--- src/rtl/hazard_stall_controller.sv ---
// ============================================================================
//  Module   : hazard_stall_controller
//  Purpose  : IF/ID/EX advance/hold/bubble control for load-use hazards,
//             taken-branch flushes and multi-cycle mul/div occupancy of EX.
//             Optional counters enabled by macro HAZARD_PERF_CNT_EN.
//  Revision : 1.0 - initial release
// ============================================================================
`default_nettype none

module hazard_stall_controller #(
    parameter int MULDIV_CYCLES = 32,
    parameter int CNT_W         = 6,
    parameter int PERF_W        = 32
) (
    input  logic              clk,
    input  logic              reset,
    input  logic [4:0]        decode_RS,
    input  logic [4:0]        decode_RT,
    input  logic              decode_usesRT,
    input  logic [4:0]        exe_RDout,
    input  logic              exe_MemRead,
    input  logic              exe_muldiv,
    input  logic              branch_taken,
    output logic              pc_write,
    output logic              ifid_write,
    output logic              ifid_flush,
    output logic              idex_write,
    output logic              idex_bubble,
    output logic              exmem_bubble,
    output logic              muldiv_busy,
`ifdef HAZARD_PERF_CNT_EN
    output logic [PERF_W-1:0] perf_load_stalls,
    output logic [PERF_W-1:0] perf_flushes,
    output logic [PERF_W-1:0] perf_muldiv_cycles,
`endif
    output logic              hilo_write
);

    typedef enum logic [1:0] {
        ST_RUN  = 2'd0,
        ST_BUSY = 2'd1,
        ST_DONE = 2'd2
    } state_t;

    localparam logic [CNT_W-1:0] c_cnt_load = CNT_W'(MULDIV_CYCLES - 2);

    // Reject configurations the busy counter or perf counters cannot represent.
    generate
        if ((MULDIV_CYCLES < 2) || (MULDIV_CYCLES > 63) ||
            (MULDIV_CYCLES - 1 >= (1 << CNT_W)) || (PERF_W < 1)) begin : g_param_check
            $error("hazard_stall_controller: illegal parameter combination");
        end
    endgenerate

    state_t           r_state;
    logic [CNT_W-1:0] r_cnt;

    logic w_run;
    logic w_load_use;
    logic w_branch_flush;
    logic w_enter_muldiv;
    logic w_load_stall;

    assign w_run = (r_state == ST_RUN);

    assign w_load_use = exe_MemRead && (exe_RDout != 5'd0) &&
                        ((exe_RDout == decode_RS) ||
                         (decode_usesRT && (exe_RDout == decode_RT)));

    // Branch outranks mul/div, which outranks load-use.
    assign w_branch_flush = w_run && branch_taken;
    assign w_enter_muldiv = w_run && !branch_taken && exe_muldiv;
    assign w_load_stall   = w_run && !branch_taken && !exe_muldiv && w_load_use;

    always_ff @(posedge clk) begin
        if (reset) begin
            r_state <= ST_RUN;
            r_cnt   <= '0;
        end else begin
            case (r_state)
                ST_RUN: begin
                    if (w_enter_muldiv) begin
                        r_cnt   <= c_cnt_load;
                        // With a 2-cycle op there are no BUSY cycles at all.
                        r_state <= (MULDIV_CYCLES == 2) ? ST_DONE : ST_BUSY;
                    end
                end
                ST_BUSY: begin
                    r_cnt <= r_cnt - 1'b1;
                    if (r_cnt <= CNT_W'(1)) begin
                        r_state <= ST_DONE;
                    end
                end
                ST_DONE: begin
                    r_cnt   <= '0;
                    r_state <= ST_RUN;
                end
                default: begin
                    r_cnt   <= '0;
                    r_state <= ST_RUN;
                end
            endcase
        end
    end

    always_comb begin
        pc_write     = 1'b1;
        ifid_write   = 1'b1;
        ifid_flush   = 1'b0;
        idex_write   = 1'b1;
        idex_bubble  = 1'b0;
        exmem_bubble = 1'b0;
        muldiv_busy  = 1'b0;
        hilo_write   = 1'b0;
        case (r_state)
            ST_RUN: begin
                if (w_branch_flush) begin
                    ifid_flush  = 1'b1;
                    idex_bubble = 1'b1;
                end else if (w_enter_muldiv) begin
                    pc_write     = 1'b0;
                    ifid_write   = 1'b0;
                    idex_write   = 1'b0;
                    exmem_bubble = 1'b1;
                end else if (w_load_stall) begin
                    pc_write    = 1'b0;
                    ifid_write  = 1'b0;
                    idex_bubble = 1'b1;
                end
            end
            ST_BUSY: begin
                muldiv_busy  = 1'b1;
                pc_write     = 1'b0;
                ifid_write   = 1'b0;
                idex_write   = 1'b0;
                exmem_bubble = 1'b1;
            end
            ST_DONE: begin
                hilo_write   = 1'b1;
                exmem_bubble = 1'b1;
            end
            default: begin
                pc_write = 1'b1;
            end
        endcase
    end

`ifdef HAZARD_PERF_CNT_EN
    logic [PERF_W-1:0] r_perf_load_stalls;
    logic [PERF_W-1:0] r_perf_flushes;
    logic [PERF_W-1:0] r_perf_muldiv_cycles;

    // Saturating counters: hold at all-ones rather than wrap.
    always_ff @(posedge clk) begin
        if (reset) begin
            r_perf_load_stalls   <= '0;
            r_perf_flushes       <= '0;
            r_perf_muldiv_cycles <= '0;
        end else begin
            if (w_load_stall && !(&r_perf_load_stalls)) begin
                r_perf_load_stalls <= r_perf_load_stalls + 1'b1;
            end
            if (w_branch_flush && !(&r_perf_flushes)) begin
                r_perf_flushes <= r_perf_flushes + 1'b1;
            end
            if ((r_state == ST_BUSY) && !(&r_perf_muldiv_cycles)) begin
                r_perf_muldiv_cycles <= r_perf_muldiv_cycles + 1'b1;
            end
        end
    end

    assign perf_load_stalls   = r_perf_load_stalls;
    assign perf_flushes       = r_perf_flushes;
    assign perf_muldiv_cycles = r_perf_muldiv_cycles;
`endif

endmodule

`default_nettype wire

--- config.mk ---
export PLATFORM = sky130hd
export DESIGN_NAME = hazard_stall_controller
export DESIGN_NICKNAME = d
export VERILOG_FILES = /design/src/rtl/hazard_stall_controller.sv
export SDC_FILE = /design/constraint.sdc
export NUM_CORES = 1
export LEC_CHECK = 0
export ABC_CLOCK_PERIOD_IN_PS = 2900
export CAP_MARGIN = 15
export CORE_MARGIN = 2
export CORE_UTILIZATION = 42
export DETAILED_ROUTE_END_ITERATION = 8
export PLACE_DENSITY = 0.9
export SLEW_MARGIN = 5
export SYNTH_ARGS = -nofsm -noshare
export SYNTH_HDL_FRONTEND = slang
export SYNTH_SLANG_ARGS = --single-unit
--- constraint.sdc ---
create_clock -name clk -period 2.9 [get_ports clk]
set_clock_uncertainty 0.1 [all_clocks]
set_input_delay 0.87 -clock clk [delete_from_list [all_inputs] [get_ports clk]]
set_output_delay 0.87 -clock clk [all_outputs]
set_load 0.005 [all_outputs]
==> results_dict.tcl <==
set metrics [dict create \
    status "finished with violations" \
    failed_checks "negative setup slack" \
    critPathMaxStageDelay_ps 340 \
    firstDrtPassIters 4 \
    startpoint_type "input pin" \
    synth_edf_count 0 \
    root_buffer "clkbuf_4" \
    hpwlAfterDp_um 1387 \
    worst_pin_slew_ps 407.5 \
    coreArea_mm2 0.001541 \
    via_per_inst 5.547 \
    synth_nets 117 \
    fin_area_mm2 0.001040 \
    final_hold_viol_count 0 \
    r2r_end "r_state[0]" \
    num_vias 771 \
    cp_num_buf_inv 2 \
    ys_warn_count 0 \
    critPathLaunch "decode_RT[4]" \
    min_period_over_period_pct 104.8 \
    routabilityCongestion 0.8355 \
    arrival_ps 2070 \
    placed_cell_area_mm2 0.001040 \
    crit_fanout 2 \
    start_util_pct 46.02 \
    wl_per_cell_um 12.53 \
    path_class "in -> out" \
    hold_buffers 0 \
    crit_path_end_kind "output pin" \
    power.total_uw 807.7 \
    crit_required_ps 1930 \
    port_buffers 28 \
    insertedDiodeCount 0 \
    yosysMostFrequentCell "xor2_1" \
    syn_area_um2 709.4 \
    ant_nets 0 \
    antenna_found_initial 0 \
    drtIter0Drc 5 \
    path_clk_slew_ps 50 \
    cts_tree "done" \
    post-place-cells 136 \
    die_area_mm2 0.002034 \
    die_x_um 45.10 \
    clk_latency_ps 260 \
    power.density_mw_per_mm2 776.8 \
    grt_pass1_wl_um 3049 \
    min_period_ps 3040 \
    n_fill_cell 136 \
    static-leakage-power_uw 0.0004651 \
    rsz0062_at_grt "yes" \
    ys_ff_latch 8 \
    cts.sinks 8 \
    ys_seq_area_share_pct 22.57 \
    synth_common_cells "9 x xor2_1, 8 x dfxtp_1, 8 x inv_1, 7 x ha_1" \
    drive_gt1_share_pct 23.58 \
    grt_max_degree 12 \
    row_count 14 \
    boundaryPins 29 \
    cap_viol_max_count 0 \
    worst_slack_ps -140.0 \
    synth.largest_area_cell "dfxtp_1" \
    crit_chain "buf_6, xor2_1, nor4_2, a32oi_2, o41a_1, buf_2" \
    dieHeight_um 45.10 \
    slowest_stage "o41a_1" \
    clock_path_buffers 2 \
    regToRegSetupSlack_ps 1220 \
    synth_top_cells_by_area "dfxtp_1 23%, ha_1 12%, xor2_1 11%" \
    path_delay_family "compound AO/OA/AOI/OAI gates" \
    layout.nets 153 \
    fmax_mhz 328.9 \
    cts_buffers 3 \
    grt_usage_pct 20.41 \
    grt_overflow 0 \
    vdd_ir_drop_max_v 0.0006442 \
    grt_pass1_vias 754 \
    ys.flop_type "dfxtp_1" \
    htreeDepth 1 \
    max-slew-margin-rel_pct 72.54 \
    routed_wl_um 1742 \
    drv_slew 0 \
    min_from "r_cnt[5]" \
    synth_cell_types 34 \
    reg2regPathDepth 6 \
    setup_violations 3 \
    final_cells 139 \
    synthCells 89 \
    synthArstFlopShare_pct 0 \
    hold_path.class "reg -> reg" \
    min_to "r_cnt[5]" \
    syn_area_per_cell_um2 7.971 \
    drc_errors 0 \
    synth_top_area_share_pct 22.57 \
    whs_path_depth 2 \
    area_growth_syn_to_layout_pct 46.56 \
    reg2reg_from "r_cnt[0]" \
]
-- cell type report --
type	count	area (um2)	share of cell area, %
Clock buffer	3	22.52	2.166
Multi-Input combinational cell	69	516.7	49.70
Timing Repair Buffer	35	290.3	27.92
Sequential cell	8	160.2	15.40
Inverter	8	30.03	2.888
Tap cell	16	20.02	1.925
-- power by group --
group / switching, uW / leakage, uW / internal [uW]
sequential: 38.1 / 0.0000657 / 148
clock: 40.4 / 0.0000138 / 47.5
combinational: 272 / 0.000386 / 262
-- kinds of logic (layout without fill, tap and decap cells) --
family                     Yosys count  in the layout  synth area share [%]
AOI/OAI and AO/OA                   22             22                 20.46
xor gates and xnor gates            10             10                 12.35
adders and majority gates            7              7                 12.35
buffers and inverters               12             46                 7.406
DFF                                  8              8                 22.57
and+or+nand+nor                     30             30                 24.87
-- worst max-delay path by stage --
stage	end	slack, ps	cells after the start
after floorplan	pc_write	-20	5
after global placement	idex_bubble	-850	6
after detailed placement	idex_bubble	-890	6
after CTS	ifid_write	-100	6
after global routing	ifid_write	-180	6
final	ifid_write	-140	6
-- cell usage in the layout, fill, tap and decap left out, drive strengths merged, types with 2 or more instances in the layout --
cell and n:
nor2 5, clkdlybuf4s15 3, nor3 3, ha 7
a31oi 3, o21ai 6, dlygate4sd2 6, buf 17
nand3b 2, clkbuf 5, xor2 9, nor2b 2
a21o 2, clkdlybuf4s50 6, inv 8, nor4 2
or3 4, a21oi 4, dfxtp 8, nand2 6
-- worst min-delay path, cell delays in order, from the launching register on --
cell and delay, ps:
dfxtp_1 320, o21ai_0 70, a21oi_1 60
-- flip-flops by register name (all words and copies together) (netlist names) --
signal / count
r_cnt: 6
r_state: 2
-- through the flow --
stage | setup slack (ps) | hold slack [ps] | utilization [%] | setup TNS, ps
2_1_floorplan | -19.47 | 357.0 | - | -19.47
3_3_place_gp | -850.0 | 374.6 | 67.45 | -3315
3_5_place_dp | -886.2 | 387.2 | 67.45 | -3472
4_1_cts | -95.66 | 396.7 | 67.29 | -221.4
5_1_grt | -179.8 | 426.7 | 67.45 | -494.0
6_report | -140.0 | 398.4 | 67.45 | -347.7
-- what timing repair did --
action	4_1_cts	5_1_grt
setup buffers	0	0
gates cloned	0	0
endpoints found under the setup margin	6	6
pin swaps	16	1
resized for setup	62	6
-- metal layers --
| metal | GRT usage, % | vias to the layer above | routed length (um) |
|---|---|---|---|
| met5 | 0 | - | 0 |
| met4 | 8.824 | 0 | 22 |
| met3 | 3.200 | 2 | 155 |
| met2 | 34.00 | 42 | 801 |
| met1 | 25.85 | 348 | 762 |
| li1 | - | 379 | - |
No activity file was read; power rests on OpenSTA's default activity.
==> RTL change 1 (same settings) <==
Register the output `idex_bubble`; this adds one clock of latency there. The other outputs are not delayed to match.
--- a/src/rtl/hazard_stall_controller.sv
+++ b/src/rtl/hazard_stall_controller.sv
@@ -44,4 +44,6 @@
 
     localparam logic [CNT_W-1:0] c_cnt_load = CNT_W'(MULDIV_CYCLES - 2);
+
+    logic idex_bubble_d;
 
     // Reject configurations the busy counter or perf counters cannot represent.
@@ -109,5 +111,5 @@
         ifid_flush   = 1'b0;
         idex_write   = 1'b1;
-        idex_bubble  = 1'b0;
+        idex_bubble_d = 1'b0;
         exmem_bubble = 1'b0;
         muldiv_busy  = 1'b0;
@@ -117,5 +119,5 @@
                 if (w_branch_flush) begin
                     ifid_flush  = 1'b1;
-                    idex_bubble = 1'b1;
+                    idex_bubble_d = 1'b1;
                 end else if (w_enter_muldiv) begin
                     pc_write     = 1'b0;
@@ -126,5 +128,5 @@
                     pc_write    = 1'b0;
                     ifid_write  = 1'b0;
-                    idex_bubble = 1'b1;
+                    idex_bubble_d = 1'b1;
                 end
             end
@@ -175,4 +177,8 @@
 `endif
 
+    always_ff @(posedge clk) begin
+        idex_bubble <= idex_bubble_d;
+    end
+
 endmodule
 
Function: changed (a bounded check fails within 4 cycles, from zero or initial values and one cycle with reset high).
==> RTL change 1 against the unedited design <==
Design area grew 12%. Worst hold slack got worse by 0.0023 ns. Largest cell class unchanged. Sequential cell count increased by 1. Core utilization increased by 8.3 points. Count of clock-buffer cells in the layout rose by 1. Setup slack worse by 0.042 ns. Wire length increased by 19%. Synthesized area shrank 0.35%. The run still ends with setup timing left. Critical path type unchanged. Clock power grew 12%. Sequential power increased by 10%. Total power up 8.7%.
==> RTL change 1: results <==
export IMPL_outcome="finished with violations"
export IMPL_violations="setup timing"
export IMPL_max_stage_delay_ns=0.40
export IMPL_routedWlPerCell_microns=13.8
export IMPL_worstPathArrival_ns=2.11
export IMPL_grt_pass1_wl_mm=3.33
export IMPL_timing_rr_start="r_state[1]$_SDFFE_PP0P_"
export IMPL_drt_initial_drc_count=22
export IMPL_final_setup_viol_count=2
export IMPL_grt_use_total_pct=22.5
export IMPL_nNetsFinal=164
export IMPL_p_int_uw=515
export IMPL_leakagePower_uw=0.000515
export IMPL_hold_path_end="r_cnt[0]$_SDFFE_PP0P_"
export IMPL_synth_area_top_cells="dfxtp_1 25%, ha_1 12%, xor2_1 11%"
export IMPL_reg_top3="r_cnt: 6 flops, r_state: 2 flops, idex_bubble: 1 flops"
export IMPL_vdd_ir_drop_worst_mv=0.363
export IMPL_worstSetupStartpoint="exe_RDout[4]"
export IMPL_r2r_slack_ns=1.10
export IMPL_grt_max_degree=10
export IMPL_path_max_fanout=3
export IMPL_synthTopCellsByCount="9 x dfxtp_1, 9 x inv_1, 9 x xor2_1, 8 x a21oi_1, 7 x ha_1"
export IMPL_drive_gt1_share_pct=31.9
export IMPL_hold_path_startpoint="r_cnt[0]$_SDFFE_PP0P_"
export IMPL_power_frac_seq_pct=23.3
export IMPL_setup_ws_ns=-0.182
export IMPL_yosysUniqueCellTypes=32
export IMPL_crit_path_end="pc_write"
RTL change 1: cells by family (layout without fill, tap and decap cells):
logic type | after synthesis | in the layout | synth area share (%)
xor+xnor | 10 | 10 | 12.4
simple gates | 23 | 23 | 18.2
fa+ha+maj | 7 | 7 | 12.4
compound gates | 25 | 25 | 23.0
mux | 1 | 1 | 1.59
buf+inv | 11 | 60 | 6.90
flops | 9 | 9 | 25.5
RTL change 1: area by class of cell:
cell class / count / area [sq um] / share of cell area (%)
clock buffer: 4 / 26.3 / 2.25
inverter: 9 / 33.8 / 2.89
multi-input combinational: 66 / 514 / 44.1
sequential: 9 / 180 / 15.4
tap: 16 / 20.0 / 1.71
timing repair buffer: 47 / 393 / 33.7
RTL change 1: timing repair:
action | 4_1_cts | 5_1_grt
hold buffers | 0 | 0
setup buffers | 3 | 1
endpoints found under the setup margin | 5 | 4
gates resized for setup | 65 | 5
pin swaps | 12 | 5
cloned | 0 | 0
RTL change 1: stage by stage:
step / instance area (sq um) / setup slack [ns] / setup TNS (ns) / instances
2_1_floorplan: 707 / -0.0195 / -0.0195 / 86
3_3_place_gp: 1100 / -0.814 / -2.59 / 143
3_5_place_dp: 1100 / -0.903 / -2.83 / 143
4_1_cts: 1150 / -0.197 / -0.394 / 150
5_1_grt: 1170 / -0.271 / -0.542 / 151
6_report: 1170 / -0.182 / -0.362 / 151
RTL change 1: worst min-delay path, cell delays in order, from the launching register on:
cell and delay (ns):
dfxtp_1 0.33, nand2_1 0.06, a21oi_1 0.05
RTL change 1: layer usage:
metal	part of all wire (%)	GRT usage, %	up-vias
li1	-	-	400
met1	34	23.2	373
met2	57	44.9	53
met3	8.4	5.20	2
met4	0.29	5.29	0
met5	0	0	-
==> RTL change 2 (same settings) <==
Without the edit above. The parameter `CNT_W` goes from 6 to 5.
--- a/src/rtl/hazard_stall_controller.sv
+++ b/src/rtl/hazard_stall_controller.sv
@@ -10,5 +10,5 @@
 module hazard_stall_controller #(
     parameter int MULDIV_CYCLES = 32,
-    parameter int CNT_W         = 6,
+    parameter int CNT_W         = 5,
     parameter int PERF_W        = 32
 ) (
Behaviour: no difference found for any inputs over 10 cycles, from zero or initial values and one cycle with reset high; that may be too few to reach the edited logic, so the function may still have changed.
==> RTL change 2 against the unedited design <==
Clock power rose by 1%. Die area down 4.7%. Total power is 13% lower. Largest power group unchanged. Synthesized area is 5.1% lower. Sequential cell count shrank 1. Highest routed layer unchanged. Register-to-register slack gained 0.04 ns. Setup slack improved by 0.19 ns. Wire length is 2.8% higher. Sequential power is 9% lower. Design area fell by 3.5%.
==> RTL change 2: results <==
export IMPL_outcome="finished, final reports clean"
export IMPL_drive_gt1_share_pct=22.2
export IMPL_fillers=135
export IMPL_n_antenna_cell=0
export IMPL_leakagePower_uw=0.000453
export IMPL_critPathSlowestCell="dlygate4sd2_1"
export IMPL_yosysUniqueCellTypes=32
export IMPL_grt_pass1_wl_mm=2.93
export IMPL_grt_pass1_vias=716
export IMPL_syn_nets=109
export IMPL_drt_initial_drc_count=23
export IMPL_synthTopCellsByCount="10 x xnor2_1, 8 x a21oi_1, 7 x dfxtp_1, 7 x ha_1, 6 x inv_1"
export IMPL_reg_top3="r_cnt: 5 flops, r_state: 2 flops"
export IMPL_routed_via_density=5.41
export IMPL_cp_top_family="buffers and inverters"
export IMPL_synth_area_top_cells="dfxtp_1 21%, ha_1 13%, xnor2_1 13%"
export IMPL_max_stage_delay_ns=0.24
export IMPL_timing_rr_start="r_state[1]$_SDFFE_PP0P_"
export IMPL_worst_pin_slew_ns=0.245
export IMPL_yosys_warnings=0
export IMPL_worstSetupStartpoint="decode_RT[2]"
export IMPL_grt_use_total_pct=20.5
export IMPL_dp_hpwl_mm=1.46
export IMPL_power_switching_uw=289
export IMPL_placed_area_sq_um=996
export IMPL_r2r_cells=6
export IMPL_routedWlPerCell_microns=13.5
export IMPL_vdd_ir_drop_worst_mv=0.468
export IMPL_worstPathArrival_ns=1.88
export IMPL_nNetsFinal=146
export IMPL_pre_cts_slack_ns=-0.646
export IMPL_hold_path_startpoint="r_cnt[0]$_SDFFE_PP0P_"
export IMPL_yosysSeqAreaShare_pct=20.8
export IMPL_clockBufferDepth=2
export IMPL_gp_congestion=0.875
RTL change 2: logic make-up after synthesis:
logic type,after synthesis,synth area share [%]
buf+inv,8,5.58
xor+xnor,10,13.0
compound gates,21,20.1
mux,1,1.49
flops,7,20.8
simple gates,27,26.0
fa+ha+maj,7,13.0
RTL change 2: per-stage QoR:
step	power (uW)	hold slack, ns	util (%)	instances	setup TNS (ns)
after global placement	616	0.397	66.1	128	-2.68
after detailed placement	635	0.419	66.1	128	-2.75
after CTS	706	0.427	66.3	132	0
after global routing	767	0.444	66.6	133	0
final	704	0.420	66.6	133	0
after floorplan	450	0.373	-	81	0
RTL change 2: final timing paths:
kind / endpoint / slack [ns]
max: pc_write / 0.05
min: r_cnt[0]$_SDFFE_PP0P_ / 0.42
max reg2reg: r_cnt[3]$_SDFFE_PP0P_ / 1.26
min reg2reg: r_cnt[0]$_SDFFE_PP0P_ / 0.42
RTL change 2: cell type report:
class	count	area (sq um)	area share, %
repair buffers	34	278	27.7
well taps	16	20.0	2.00
inverters	6	22.5	2.24
clock buffers	4	26.3	2.62
multi-input cells	66	517	51.5
flip-flops and latches	7	140	14.0
RTL change 2: routing by layer:
metal	part of all wire, %	GRT usage, %
met5	0	0
met4	1.2	7.27
met3	13	6.12
met2	49	39.4
met1	37	20.4
RTL change 2: worst register-to-register path, cell delays in order, from the launching register on:
cell     delay [ns]
dfxtp_1        0.39
inv_1          0.10
ha_1           0.24
buf_4          0.20
or2_2          0.30
a21oi_1        0.14
nor3_1         0.05
RTL change 2: power groups by stage:
stage / registers, uW / clock network, uW / logic, uW
5_1_grt: 174 / 97.1 / 496
3_3_place_gp: 167 / 0 / 450
3_5_place_dp: 170 / 0 / 465
4_1_cts: 169 / 90.2 / 447
2_1_floorplan: 160 / 0 / 290
6_report: 169 / 89.2 / 445
